[config.mk]
export PLATFORM = sky130hd
export DESIGN_NAME = mmio_timer_responder_flat
export DESIGN_NICKNAME = d
export VERILOG_FILES = /design/src/rtl/mmio_timer_responder_if.sv /design/src/rtl/mmio_timer_responder.sv /design/src/flat_wrapper.sv
export SDC_FILE = /design/constraint.sdc
export NUM_CORES = 1
export LEC_CHECK = 0
export ABC_AREA = 0
export BUFFER_PORTS_ARGS = -buffer_cell sky130_fd_sc_hd__buf_2
export CAP_MARGIN = 20
export CELL_PAD_IN_SITES_DETAIL_PLACEMENT = 0
export CELL_PAD_IN_SITES_GLOBAL_PLACEMENT = 1
export CORE_AREA = 10 10 135 106
export DETAILED_ROUTE_END_ITERATION = 8
export DIE_AREA = 0 0 145 116
export GPL_ROUTABILITY_DRIVEN = 0
export MAX_ROUTING_LAYER = met4
export PLACE_DENSITY_LB_ADDON = 0.3
export SLEW_MARGIN = 20
export SYNTH_ARGS = -nofsm -noshare
export SYNTH_HDL_FRONTEND = slang
export SYNTH_SLANG_ARGS = --single-unit
[constraint.sdc]
create_clock -name clk -period 3.3 [get_ports clk]
set_input_delay 0.165 -clock clk [delete_from_list [all_inputs] [get_ports clk]]
set_output_delay 0.165 -clock clk [all_outputs]
set_load 0.005 [all_outputs]
[src/rtl/mmio_timer_responder_if.sv]
// Purpose: data-memory bus seen by the timer (core request side plus responder outputs).
// Latency: n/a (signal bundle only).
// Backpressure: none; the single-cycle core never stalls the bus.
interface mmio_timer_responder_if;
   logic        Mem_Write_i;
   logic        Mem_Read_i;
   logic [31:0] Address_i;
   logic [31:0] Write_Data_i;
   logic [31:0] Read_Data_o;
   logic        Select_o;
   logic        Irq_o;

   // core drives requests, receives load data / select / interrupt
   modport master (
      output Mem_Write_i, Mem_Read_i, Address_i, Write_Data_i,
      input  Read_Data_o, Select_o, Irq_o
   );

   // timer receives requests, drives load data / select / interrupt
   modport slave (
      input  Mem_Write_i, Mem_Read_i, Address_i, Write_Data_i,
      output Read_Data_o, Select_o, Irq_o
   );
endinterface

[src/rtl/mmio_timer_responder.sv]
// Purpose: memory-mapped down-counting timer in a 32-byte window; optional prescaler under TIMER_PRESCALER_EN.
// Latency: loads return data combinationally in the same cycle; stores commit at the next rising edge.
// Backpressure: none; every request is accepted in the cycle it is presented.
module mmio_timer_responder #(
   parameter logic [31:0] BASE_ADDRESS = 32'h1001_0000
) (
   input logic                   clk,
   input logic                   reset,
   mmio_timer_responder_if.slave bus
);

   localparam logic [2:0] OFF_CTRL   = 3'd0;
   localparam logic [2:0] OFF_LOAD   = 3'd1;
   localparam logic [2:0] OFF_COUNT  = 3'd2;
   localparam logic [2:0] OFF_STATUS = 3'd3;
   localparam logic [2:0] OFF_PRE    = 3'd4;

   logic        r_en;
   logic        r_ar;
   logic        r_ie;
   logic        r_exp;
   logic [31:0] r_load;
   logic [31:0] r_count;

   logic        w_sel;
   logic        w_wr;
   logic [2:0]  w_off;
   logic        w_tick;
   logic        w_expire;
   logic [31:0] w_rdata;
   logic        w_unused;

   assign w_sel    = (bus.Address_i[31:5] == BASE_ADDRESS[31:5]);
   assign w_wr     = bus.Mem_Write_i & w_sel;
   assign w_off    = bus.Address_i[4:2];
   assign w_expire = w_tick && (r_count == 32'd0);
   // byte-lane bits are ignored: the window is word-access only
   assign w_unused = ^bus.Address_i[1:0];

`ifdef TIMER_PRESCALER_EN
   logic [15:0] r_prescale;
   logic [15:0] r_pcnt;

   // one tick each time the prescaler counter reaches PRESCALE
   assign w_tick = r_en && (r_pcnt == r_prescale);

   // prescaler divisor register and free-running divider, parked at 0 while disabled
   always_ff @(posedge clk or negedge reset) begin
      if (!reset) begin
         r_prescale <= 16'd0;
         r_pcnt     <= 16'd0;
      end else begin
         if (!r_en || w_tick)
            r_pcnt <= 16'd0;
         else
            r_pcnt <= r_pcnt + 16'd1;
         if (w_wr && w_off == OFF_PRE) begin
            r_prescale <= bus.Write_Data_i[15:0];
            r_pcnt     <= 16'd0;
         end
      end
   end
`else
   assign w_tick = r_en;
`endif

   // CTRL bits; a software CTRL write overrides the one-shot auto-disable
   always_ff @(posedge clk or negedge reset) begin
      if (!reset) begin
         r_en <= 1'b0;
         r_ar <= 1'b0;
         r_ie <= 1'b0;
      end else begin
         if (w_expire && !r_ar)
            r_en <= 1'b0;
         if (w_wr && w_off == OFF_CTRL) begin
            r_en <= bus.Write_Data_i[0];
            r_ar <= bus.Write_Data_i[1];
            r_ie <= bus.Write_Data_i[2];
         end
      end
   end

   // LOAD register; COUNT follows a LOAD write only while the timer is stopped
   always_ff @(posedge clk or negedge reset) begin
      if (!reset) begin
         r_load  <= 32'd0;
         r_count <= 32'd0;
      end else begin
         if (w_tick) begin
            if (r_count != 32'd0)
               r_count <= r_count - 32'd1;
            else if (r_ar)
               r_count <= r_load;
         end
         if (w_wr && w_off == OFF_LOAD) begin
            r_load <= bus.Write_Data_i;
            if (!r_en)
               r_count <= bus.Write_Data_i;
         end
      end
   end

   // EXP sticky flag: write-1-clear, with a same-cycle expire taking priority
   always_ff @(posedge clk or negedge reset) begin
      if (!reset) begin
         r_exp <= 1'b0;
      end else begin
         if (w_wr && w_off == OFF_STATUS && bus.Write_Data_i[0])
            r_exp <= 1'b0;
         if (w_expire)
            r_exp <= 1'b1;
      end
   end

   // combinational load-data mux, zero when not addressed
   always_comb begin
      w_rdata = 32'd0;
      if (bus.Mem_Read_i && w_sel) begin
         case (w_off)
            OFF_CTRL:   w_rdata = {29'd0, r_ie, r_ar, r_en};
            OFF_LOAD:   w_rdata = r_load;
            OFF_COUNT:  w_rdata = r_count;
            OFF_STATUS: w_rdata = {31'd0, r_exp};
`ifdef TIMER_PRESCALER_EN
            OFF_PRE:    w_rdata = {16'd0, r_prescale};
`endif
            default:    w_rdata = 32'd0;
         endcase
      end
   end

   assign bus.Read_Data_o = w_rdata;
   assign bus.Select_o    = w_sel;
   assign bus.Irq_o       = r_exp & r_ie;

endmodule

[src/flat_wrapper.sv]
// flat-port wrapper written by rule: the top's interface ports become plain ports
module mmio_timer_responder_flat 
#(
   parameter logic [31:0] BASE_ADDRESS = 32'h1001_0000
)
  (clk, reset, bus_Mem_Write_i, bus_Mem_Read_i, bus_Address_i, bus_Write_Data_i, bus_Read_Data_o, bus_Select_o, bus_Irq_o);
  mmio_timer_responder_if bus_i ();
  input logic clk;
  input logic reset;
  input wire logic [$bits(bus_i.Mem_Write_i)-1:0] bus_Mem_Write_i;
  input wire logic [$bits(bus_i.Mem_Read_i)-1:0] bus_Mem_Read_i;
  input wire logic [$bits(bus_i.Address_i)-1:0] bus_Address_i;
  input wire logic [$bits(bus_i.Write_Data_i)-1:0] bus_Write_Data_i;
  output wire logic [$bits(bus_i.Read_Data_o)-1:0] bus_Read_Data_o;
  output wire logic [$bits(bus_i.Select_o)-1:0] bus_Select_o;
  output wire logic [$bits(bus_i.Irq_o)-1:0] bus_Irq_o;
  assign bus_i.Mem_Write_i = bus_Mem_Write_i;
  assign bus_i.Mem_Read_i = bus_Mem_Read_i;
  assign bus_i.Address_i = bus_Address_i;
  assign bus_i.Write_Data_i = bus_Write_Data_i;
  assign bus_Read_Data_o = bus_i.Read_Data_o;
  assign bus_Select_o = bus_i.Select_o;
  assign bus_Irq_o = bus_i.Irq_o;
  mmio_timer_responder #(.BASE_ADDRESS(BASE_ADDRESS)) u_core (.clk(clk), .reset(reset), .bus(bus_i));
endmodule
==> metrics, run 1 <==
Main synth FF type=dfrtp_1; drt total wl=15000 µm; pwr/cell area=334 nW/µm²; Routed Antenna Nets=0; post_cts resized=0; Slew Limit Fails=0; Hold-fix buffers, CTS=1; register area share after synthesis=0.374; DR DRC count=0; mux cell area share after synthesis=0.0431; Post-Route Setup TNS=0 ps; 1st-iter DRT viols=300; syn nets=650; largest cells by area after synthesis=dfrtp_1 37%, nand2_1 11%, a22oi_1 4.8%; Ports=102; CP endpoint kind=register; post-route setup slack=478 ps; Avg Cell Area, Syn=7.85 µm²; most used cell, CP=inv_1; outcome=completed; XOR/XNOR share of the synthesized area=0.0115; CTS max path bufs=2; crit path cell chain=inv_1 > ha_1 > nor3b_1 > nand4_1 > inv_1 > a211oi_1 > a311o_1 > a21oi_1; Syn Std Cell Area=4560 µm²; Max Clk Rate=354 MHz; crit path time final=2820 ps; largest family of logic cells by synthesized area=simple AND/OR/NAND/NOR gates; top post-synthesis cells by count=135 x nand2_1, 68 x dfrtp_1, 47 x nor2_1; Synth async-reset ratio=1.00; Yosys reg bits=68; vias in the first global route=4765; worst-path fanout max=10; row count=34; cell count after synthesis=580; largest net degree at the start of global routing=61; Total Nets Final=736; Post-CTS Setup Repair Bufs=0; number of H-tree levels=3; CP max-delay cell=nand4_1; top-count cell post-synth=nand2_1; Synth Area in Adders=0.00549; total gr overflow=0; number of flops mapped to enable cells by yosys=0; Compound-Gate Fraction of Synth Area=0.208; peak supply drop=0.000198 V; Post-DP HPWL=10500 µm; Core Area=11500 µm²; Final Setup Violations=0; clk slew on worst S/H paths=60 ps; clock sink count=68; Period Utilization, post-route=0.855; First-pass DRT Iterations=5; latest clock arrival within the worst-skew pair=340 ps; die area=16800 µm²; required time of the worst setup path=3560 ps; max cap viols=0; Crit Path Class=register to register; pre-CTS WS=574 ps; Die Width=145 µm; CTS buffer count=9; Synthesis Warnings=0; final hold vios=0; diode count=0; startpoint class of the critical path=register; Clock Skew=9.48 ps; die height=116 µm; Slew headroom=0.387; share of layout cells above drive strength 1=0.228; fillers=1179; Worst path max stage delay=550 ps; initial antenna violation count=0; Area Overhead vs Synth=21.3%; simple-gate portion of the synthesized area=0.312; count of different cell masters after synthesis=57; PortBufs=99; RSZ-0062 raised after global routing=false; Total GRT Usage=0.183; vias per inst=5.71; first-pass GRT wire length=24700 µm; routed via count=4753; Yosys top cell by area=dfrtp_1; TritonCTS clock tree=yes; wire per inst=18.0 µm; CP arrival=3080 ps; leakage power=2.52 nW; Hold WC Path Type=primary input to register; Synth top area share=0.374; worst-margin pin slew=916 ps; Initial Util=0.395; clock root cell=clkbuf_16
worst paths after layout:
path / startpoint / to / slack, ps / cells after the start
min in group asynchronous: reset / u_core.r_load[5] / 400 / 3
min reg2reg: u_core.r_load[3] / u_core.r_load[3] / 500 / 2
max: u_core.r_count[0] / u_core.r_count[16] / 480 / 8
max in group asynchronous: reset / u_core.r_count[18] / 2450 / 3
min: bus_Write_Data_i[22] / u_core.r_load[22] / 40 / 3
max reg2reg: u_core.r_count[0] / u_core.r_count[16] / 480 / 8
sequential cells by signal, indices dropped and copies added (netlist names):
name	cells
u_core.r_en	1
u_core.r_load	32
u_core.r_exp	1
u_core.r_ar	1
u_core.r_count	32
u_core.r_ie	1
critical path, delay by kind of cell (launching register included):
| kind | cells | cell delay (ps) |
|---|---|---|
| simple gates | 2 | 1010 |
| buf+inv | 2 | 480 |
| fa+ha+maj | 1 | 260 |
| compound gates | 3 | 560 |
| flops | 1 | 430 |
metrics by stage:
stage	hold WS (ps)	instances	power, mW	utilization	area (µm²)
floorplan	-131	580	0.872	-	4560
global placement	214	816	0.941	0.454	5230
detailed placement	215	816	0.941	0.454	5230
CTS	33.2	833	1.86	0.479	5530
global route	40.2	833	1.90	0.479	5530
finish	37.2	833	1.84	0.479	5530
cell type report:
type                            count  area [µm²]  share of cell area
Inverter                            8        30.0             0.00543
Sequential cell                    68        1700               0.308
Timing Repair Buffer              119         648               0.117
Multi-Input combinational cell    460        2660               0.482
Clock buffer                       15         278              0.0503
Clock inverter                      1        5.00            0.000906
Tap cell                          162         203              0.0367
layer usage:
| layer | global-route usage | up-vias | part of all wire |
|---|---|---|---|
| met5 | - | - | 0 |
| met4 | 0.0428 | 0 | 0.0081 |
| met3 | 0.0370 | 10 | 0.051 |
| met2 | 0.265 | 191 | 0.43 |
| met1 | 0.255 | 2285 | 0.51 |
| li1 | - | 2267 | - |
placed cells by master, fill, tap and decap left out, types with 4 or more instances in the layout:
cell	instances
a21boi_0	14
a22oi_1	29
o22ai_1	5
nand3b_1	4
a21oi_1	20
o211ai_1	9
or3_1	8
nor3_1	14
nand3_1	17
clkbuf_16	9
a31oi_1	16
nand4_1	5
dfrtp_1	68
inv_1	8
buf_2	99
and3b_1	8
and3_1	8
nor2_1	47
buf_4	19
nor4_1	14
or2_2	4
mux2i_1	14
nand2_1	135
o21ai_0	28
xor2_1	5
report_power, final:
group	internal, mW	total [mW]	switching, mW
clock network	0.570	0.918	0.348
logic	0.0412	0.0913	0.0501
registers	0.834	0.834	0.0000266
kinds of logic (layout without fill, tap and decap cells):
logic type	Yosys count	count (layout)
AND/OR/NAND/NOR	291	291
flip-flops	68	68
buffers and inverters	52	143
XOR/XNOR	6	6
adder cells (fa/ha/maj)	2	2
AO/OA/AOI/OAI	143	143
multiplexers	18	18
Power figures use the tool's default switching activity.
==> run 2: changes to the inputs <==
--- a/config.mk
+++ b/config.mk
@@ -7,12 +7,11 @@
 export LEC_CHECK = 0
 export ABC_AREA = 0
 export BUFFER_PORTS_ARGS = -buffer_cell sky130_fd_sc_hd__buf_2
-export CAP_MARGIN = 20
 export CELL_PAD_IN_SITES_DETAIL_PLACEMENT = 0
 export CELL_PAD_IN_SITES_GLOBAL_PLACEMENT = 1
-export CORE_AREA = 10 10 135 106
+export CORE_AREA = 10 10 154 120
 export DETAILED_ROUTE_END_ITERATION = 8
-export DIE_AREA = 0 0 145 116
+export DIE_AREA = 0 0 164 130
 export GPL_ROUTABILITY_DRIVEN = 0
 export MAX_ROUTING_LAYER = met4
 export PLACE_DENSITY_LB_ADDON = 0.3
==> run 2 against run 1 <==
Compared with the run above: routed wire length grew 9.3%; die area grew 27%; critical path type unchanged; worst hold slack gained 1.4 ps; sequential cell count is the same; critical endpoint is now u_core.r_count[9]; clock skew shrank 4.3 ps; register-to-register slack gained 70 ps; critical path depth shrank 1.
==> metrics, run 2 (synthesized netlist as in run 1, its figures left out) <==
Slew headroom=0.402 (was 0.387); final hold vios=0 (unchanged); die height=130 µm (was 116 µm); diode count=0 (unchanged); crit path cell chain=or4_4 > nor4_2 > and4b_1 > buf_4 > nor4_1 > a31oi_1 > a31oi_1 (was inv_1 > ha_1 > nor3b_1 > nand4_1 > inv_1 > a211oi_1 > a311o_1 > a21oi_1); latest clock arrival within the worst-skew pair=330 ps (was 340 ps); Total GRT Usage=0.158 (was 0.183); CP endpoint kind=register (unchanged); Hold WC Path Type=primary input to register (unchanged); largest registers=u_core.r_count (32), u_core.r_load (32) (unchanged); row count=40 (was 34); worst-margin pin slew=892 ps (was 916 ps); Area Overhead vs Synth=22.7% (was 21.3%); Pwr Total=1.84 mW (about the same); clock root cell=clkbuf_16 (unchanged); pwr/cell area=329 nW/µm² (was 334 nW/µm²); total gr overflow=0 (unchanged); peak supply drop=0.000182 V (was 0.000198 V); share of layout cells above drive strength 1=0.232 (was 0.228); Total Nets Final=737 (was 736); Period Utilization, post-route=0.834 (was 0.855); PortBufs=99 (unchanged); worst-path fanout max=19 (was 10); crit path time final=2750 ps (was 2820 ps); met1 WL=8730 µm (was 7680 µm); Final Non-Filler Cells=881 (was 833); Routed met2 length=6600 µm (was 6420 µm); Max Used Layer=met4 (unchanged); DR DRC count=0 (unchanged); routed via count=4766 (was 4753); initial antenna violation count=0 (unchanged); post-route setup slack=548 ps (was 478 ps); CTS max path bufs=2 (unchanged); CP arrival=2930 ps (was 3080 ps); Max Clk Rate=363 MHz (was 354 MHz); drt total wl=16400 µm (was 15000 µm); leakage power=2.52 nW (about the same); RSZ-0062 raised after global routing=false (unchanged); Worst path max stage delay=590 ps (was 550 ps); fillers=1697 (was 1179); Initial Util=0.292 (was 0.395); most used cell, CP=a31oi_1 (was inv_1); clk slew on worst S/H paths=60 ps (about the same); largest net degree at the start of global routing=61 (unchanged); vias in the first global route=4843 (was 4765); vias per inst=5.41 (was 5.71); met3 WL post-DR=881 µm (was 772 µm); First-pass DRT Iterations=5 (unchanged); Core Area=15600 µm² (was 11500 µm²); first-pass GRT wire length=26300 µm (was 24700 µm); Ports=102 (unchanged); TritonCTS clock tree=yes (unchanged); number of H-tree levels=3 (unchanged); post_cts resized=0 (unchanged); buffers and inverters on the worst path=1 (was 2); Post-DP HPWL=11800 µm (was 10500 µm); Post-CTS Setup Repair Bufs=0 (unchanged); pre-CTS WS=582 ps (was 574 ps); die area=21300 µm² (was 16800 µm²); wire per inst=18.6 µm (was 18.0 µm); clock sink count=68 (unchanged); Clock Skew=5.17 ps (was 9.48 ps); startpoint class of the critical path=register (unchanged); Sequential cell area=1700 µm² (unchanged); Post-Route Setup TNS=0 ps (unchanged); commonest non-fill, non-tap cell in the layout=nand2_1 (unchanged); Slew Limit Fails=0 (unchanged); DP Area=5300 µm² (was 5230 µm²); outcome=completed (unchanged); CTS buffer count=9 (unchanged); CP max-delay cell=or4_4 (was nand4_1); Routed Antenna Nets=0 (unchanged); Multi-input gate area=2660 µm² (unchanged); family with the most delay on the worst path=simple AND/OR/NAND/NOR gates (unchanged); Final Setup Violations=0 (unchanged); Crit Path Class=register to register (unchanged); hold slack=38.5 ps (was 37.2 ps); most frequent cells in the layout=135 x nand2_1, 99 x buf_2, 68 x dfrtp_1 (unchanged); 1st-iter DRT viols=359 (was 300); required time of the worst setup path=3480 ps (was 3560 ps); Hold-fix buffers, CTS=1 (unchanged); final instance area=5590 µm² (was 5530 µm²); Final Core Density=0.358 (was 0.479); DP Cell Count=865 (was 816); max cap viols=0 (unchanged); Die Width=164 µm (was 145 µm)
## run 2: final cells by class
cell class / instances / share of cell area
tap: 210 / 0.0470
sequential: 68 / 0.304
inverter: 8 / 0.00537
multi-input combinational: 460 / 0.476
timing repair buffer: 120 / 0.117
clock buffer: 11 / 0.0452
clock inverter: 4 / 0.00448
## run 2: worst paths after layout
check                                          start            endpoint  slack (ps)  cells past startpoint
worst max-delay path              u_core.r_count[27]   u_core.r_count[9]         550                      7
min in group asynchronous                      reset    u_core.r_load[7]         360                      2
worst min register to register     u_core.r_load[19]   u_core.r_load[19]         510                      2
worst max register to register    u_core.r_count[27]   u_core.r_count[9]         550                      7
worst min-delay path            bus_Write_Data_i[10]   u_core.r_load[10]          40                      3
max in group asynchronous                      reset  u_core.r_count[16]        2130                      3
## run 2: worst register-to-register path, delay by kind of cell, from the launching register on
| family | cells | cell delay, ps |
|---|---|---|
| compound gates | 2 | 270 |
| buf+inv | 1 | 350 |
| flops | 1 | 440 |
| simple gates | 4 | 1540 |
## run 2: metal layers
metal,GRT usage,up-vias
met3,0.0302,12
met5,-,-
li1,-,2264
met1,0.232,2316
met4,0.0362,0
met2,0.217,174
## run 2: where the power goes
group	internal, mW	switching [mW]
logic	0.0418	0.0529
registers	0.834	0.0000277
clock network	0.543	0.368
==> run 3: changes to the inputs <==
==> constraint.sdc (replaced) <==
create_clock -name clk -period 2.45 [get_ports clk]
set_input_delay 0.1225 -clock clk [delete_from_list [all_inputs] [get_ports clk]]
set_output_delay 0.1225 -clock clk [all_outputs]
set_load 0.005 [all_outputs]
==> run 3 against run 2 <==
Compared with the run above: count of clock-buffer cells in the layout is 3 higher; critical path depth unchanged; largest power group unchanged; maximum frequency is 13% higher; die area did not move; setup slack worse by 530 ps; via count rose by 3.8%; worst hold slack lost 36 ps; clock skew hardly changed; combinational power increased by 58%.
==> metrics, run 3 (synthesized netlist as in run 1, its figures left out) <==
first-pass GRT wire length=27500 µm (was 26300 µm); final instance area=6150 µm² (was 5590 µm²); TritonCTS clock tree=yes (unchanged); RSZ-0062 raised after global routing=true (was false); vias per inst=5.30 (was 5.41); crit path time final=2430 ps (was 2750 ps); PortBufs=99 (unchanged); hold slack=2.91 ps (was 38.5 ps); worst r2r src=u_core.r_count[27] (unchanged); crit path from=u_core.r_count[27] (unchanged); CP arrival=2640 ps (was 2930 ps); leakage power=2.80 nW (was 2.52 nW); Final Core Density=0.394 (was 0.358); row count=40 (unchanged); First-pass DRT Iterations=5 (unchanged); Routed Antenna Nets=0 (unchanged); buffers and inverters on the worst path=1 (unchanged); most frequent cells in the layout=135 x nand2_1, 99 x buf_2, 68 x dfrtp_1 (unchanged); largest registers=u_core.r_count (32), u_core.r_load (32) (unchanged); pwr/cell area=428 nW/µm² (was 329 nW/µm²); final hold vios=0 (unchanged); Hold Crit Depth=3 (unchanged); CTS max path bufs=2 (unchanged); most used cell, CP=or4_4 (was a31oi_1); Die Width=164 µm (unchanged); Hold Path Origin=bus_Write_Data_i[24] (was bus_Write_Data_i[10]); required time of the worst setup path=2660 ps (was 3480 ps); startpoint class of the critical path=register (unchanged); share of layout cells above drive strength 1=0.269 (was 0.232); Area Overhead vs Synth=35.0% (was 22.7%); reg2reg setup slack=20 ps (was 550 ps); Period Utilization, post-route=0.992 (was 0.834); total gr overflow=0 (unchanged); latest clock arrival within the worst-skew pair=340 ps (was 330 ps); diode count=0 (unchanged); crit path cell chain=or4_4 > or4_4 > a2111oi_1 > buf_4 > a21oi_1 > nand3_1 > o21ai_0 (was or4_4 > nor4_2 > and4b_1 > buf_4 > nor4_1 > a31oi_1 > a31oi_1); CP max-delay cell=or4_4 (unchanged); Worst path max stage delay=540 ps (was 590 ps); Ports=102 (unchanged); Pwr Total=2.63 mW (was 1.84 mW); Total Nets Final=790 (was 737); clk slew on worst S/H paths=60 ps (about the same); peak supply drop=0.000318 V (was 0.000182 V); worst-margin pin slew=840 ps (was 892 ps); Final Setup Violations=0 (unchanged); Clock Skew=5.45 ps (was 5.17 ps); Worst R2R End=u_core.r_count[18] (was u_core.r_count[9]); outcome=completed (unchanged); die area=21300 µm² (unchanged); 1st-iter DRT viols=355 (was 359); Slew Limit Fails=0 (unchanged); number of H-tree levels=3 (unchanged); clock sink count=68 (unchanged); Max Clk Rate=411 MHz (was 363 MHz); Total GRT Usage=0.166 (was 0.158); routed via count=4948 (was 4766); Post-Route Setup TNS=0 ps (unchanged); Core Area=15600 µm² (unchanged); vias in the first global route=5161 (was 4843); DP Cell Count=899 (was 865); largest net degree at the start of global routing=61 (unchanged); worst-path fanout max=4 (was 19); initial antenna violation count=0 (unchanged); hold path endpoint=u_core.r_load[24] (was u_core.r_load[10]); pre-CTS WS=-142 ps (was 582 ps); die height=130 µm (unchanged); Final Non-Filler Cells=934 (was 881); DP Area=5610 µm² (was 5300 µm²); Slew headroom=0.440 (was 0.402); post-route setup slack=18.4 ps (was 548 ps); Initial Util=0.292 (unchanged); CP endpoint kind=register (unchanged); family with the most delay on the worst path=simple AND/OR/NAND/NOR gates (unchanged); CTS buffer count=9 (unchanged); Worst Reg-to-Reg Cells=7 (unchanged); Hold WC Path Type=primary input to register (unchanged); commonest non-fill, non-tap cell in the layout=nand2_1 (unchanged); Crit Path Class=register to register (unchanged); wire per inst=18.3 µm (was 18.6 µm); Post-DP HPWL=12000 µm (was 11800 µm); max cap viols=0 (unchanged); DR DRC count=0 (unchanged); clock root cell=clkbuf_16 (unchanged); drt total wl=17100 µm (was 16400 µm)
-- run 3: power by group --
part           switching, mW  internal, mW  leakage (nW)
registers          0.0000356          1.12         0.837
clock network          0.489         0.867         0.149
logic                 0.0757        0.0744          1.81
-- run 3: worst reg2reg max path: stages (launching register included) --
cell,delay [ps]
dfrtp_1,380
or4_4,540
or4_4,470
a2111oi_1,510
buf_4,200
a21oi_1,40
nand3_1,90
o21ai_0,80
-- run 3: worst max-delay path by stage --
stage | endpoint | slack (ps) | cells past startpoint
CTS | u_core.r_count[24] | 5 | 9
floorplan | u_core.r_count[16] | 110 | 7
global placement | u_core.r_count[18] | -220 | 8
detailed placement | u_core.r_count[18] | -140 | 8
global route | u_core.r_count[2] | -130 | 8
finish | u_core.r_count[18] | 20 | 7
-- run 3: repair_timing --
item,in CTS,in global routing
gates resized for setup,3,4
hold buffers,19,0
setup endpoints to repair,4,14
hold endpoints to repair,49,0
buffers inserted,0,1
pin swaps,0,1
-- run 3: routing by layer --
layer  routed length [µm]  up-vias  GRT usage
li1                     -     2375          -
met5                    0        -          -
met2                 7010      190      0.231
met4                  201        0     0.0404
met3                 1100       12     0.0409
met1                 8740     2371      0.235
-- run 3: cell type report --
class / instances / area (µm²)
clock inverter: 1 / 30.0
tap: 210 / 263
inverter: 8 / 30.0
fill: 1638 / 9470
timing repair buffer: 173 / 1160
multi-input combinational: 460 / 2690
sequential: 68 / 1700
clock buffer: 14 / 274
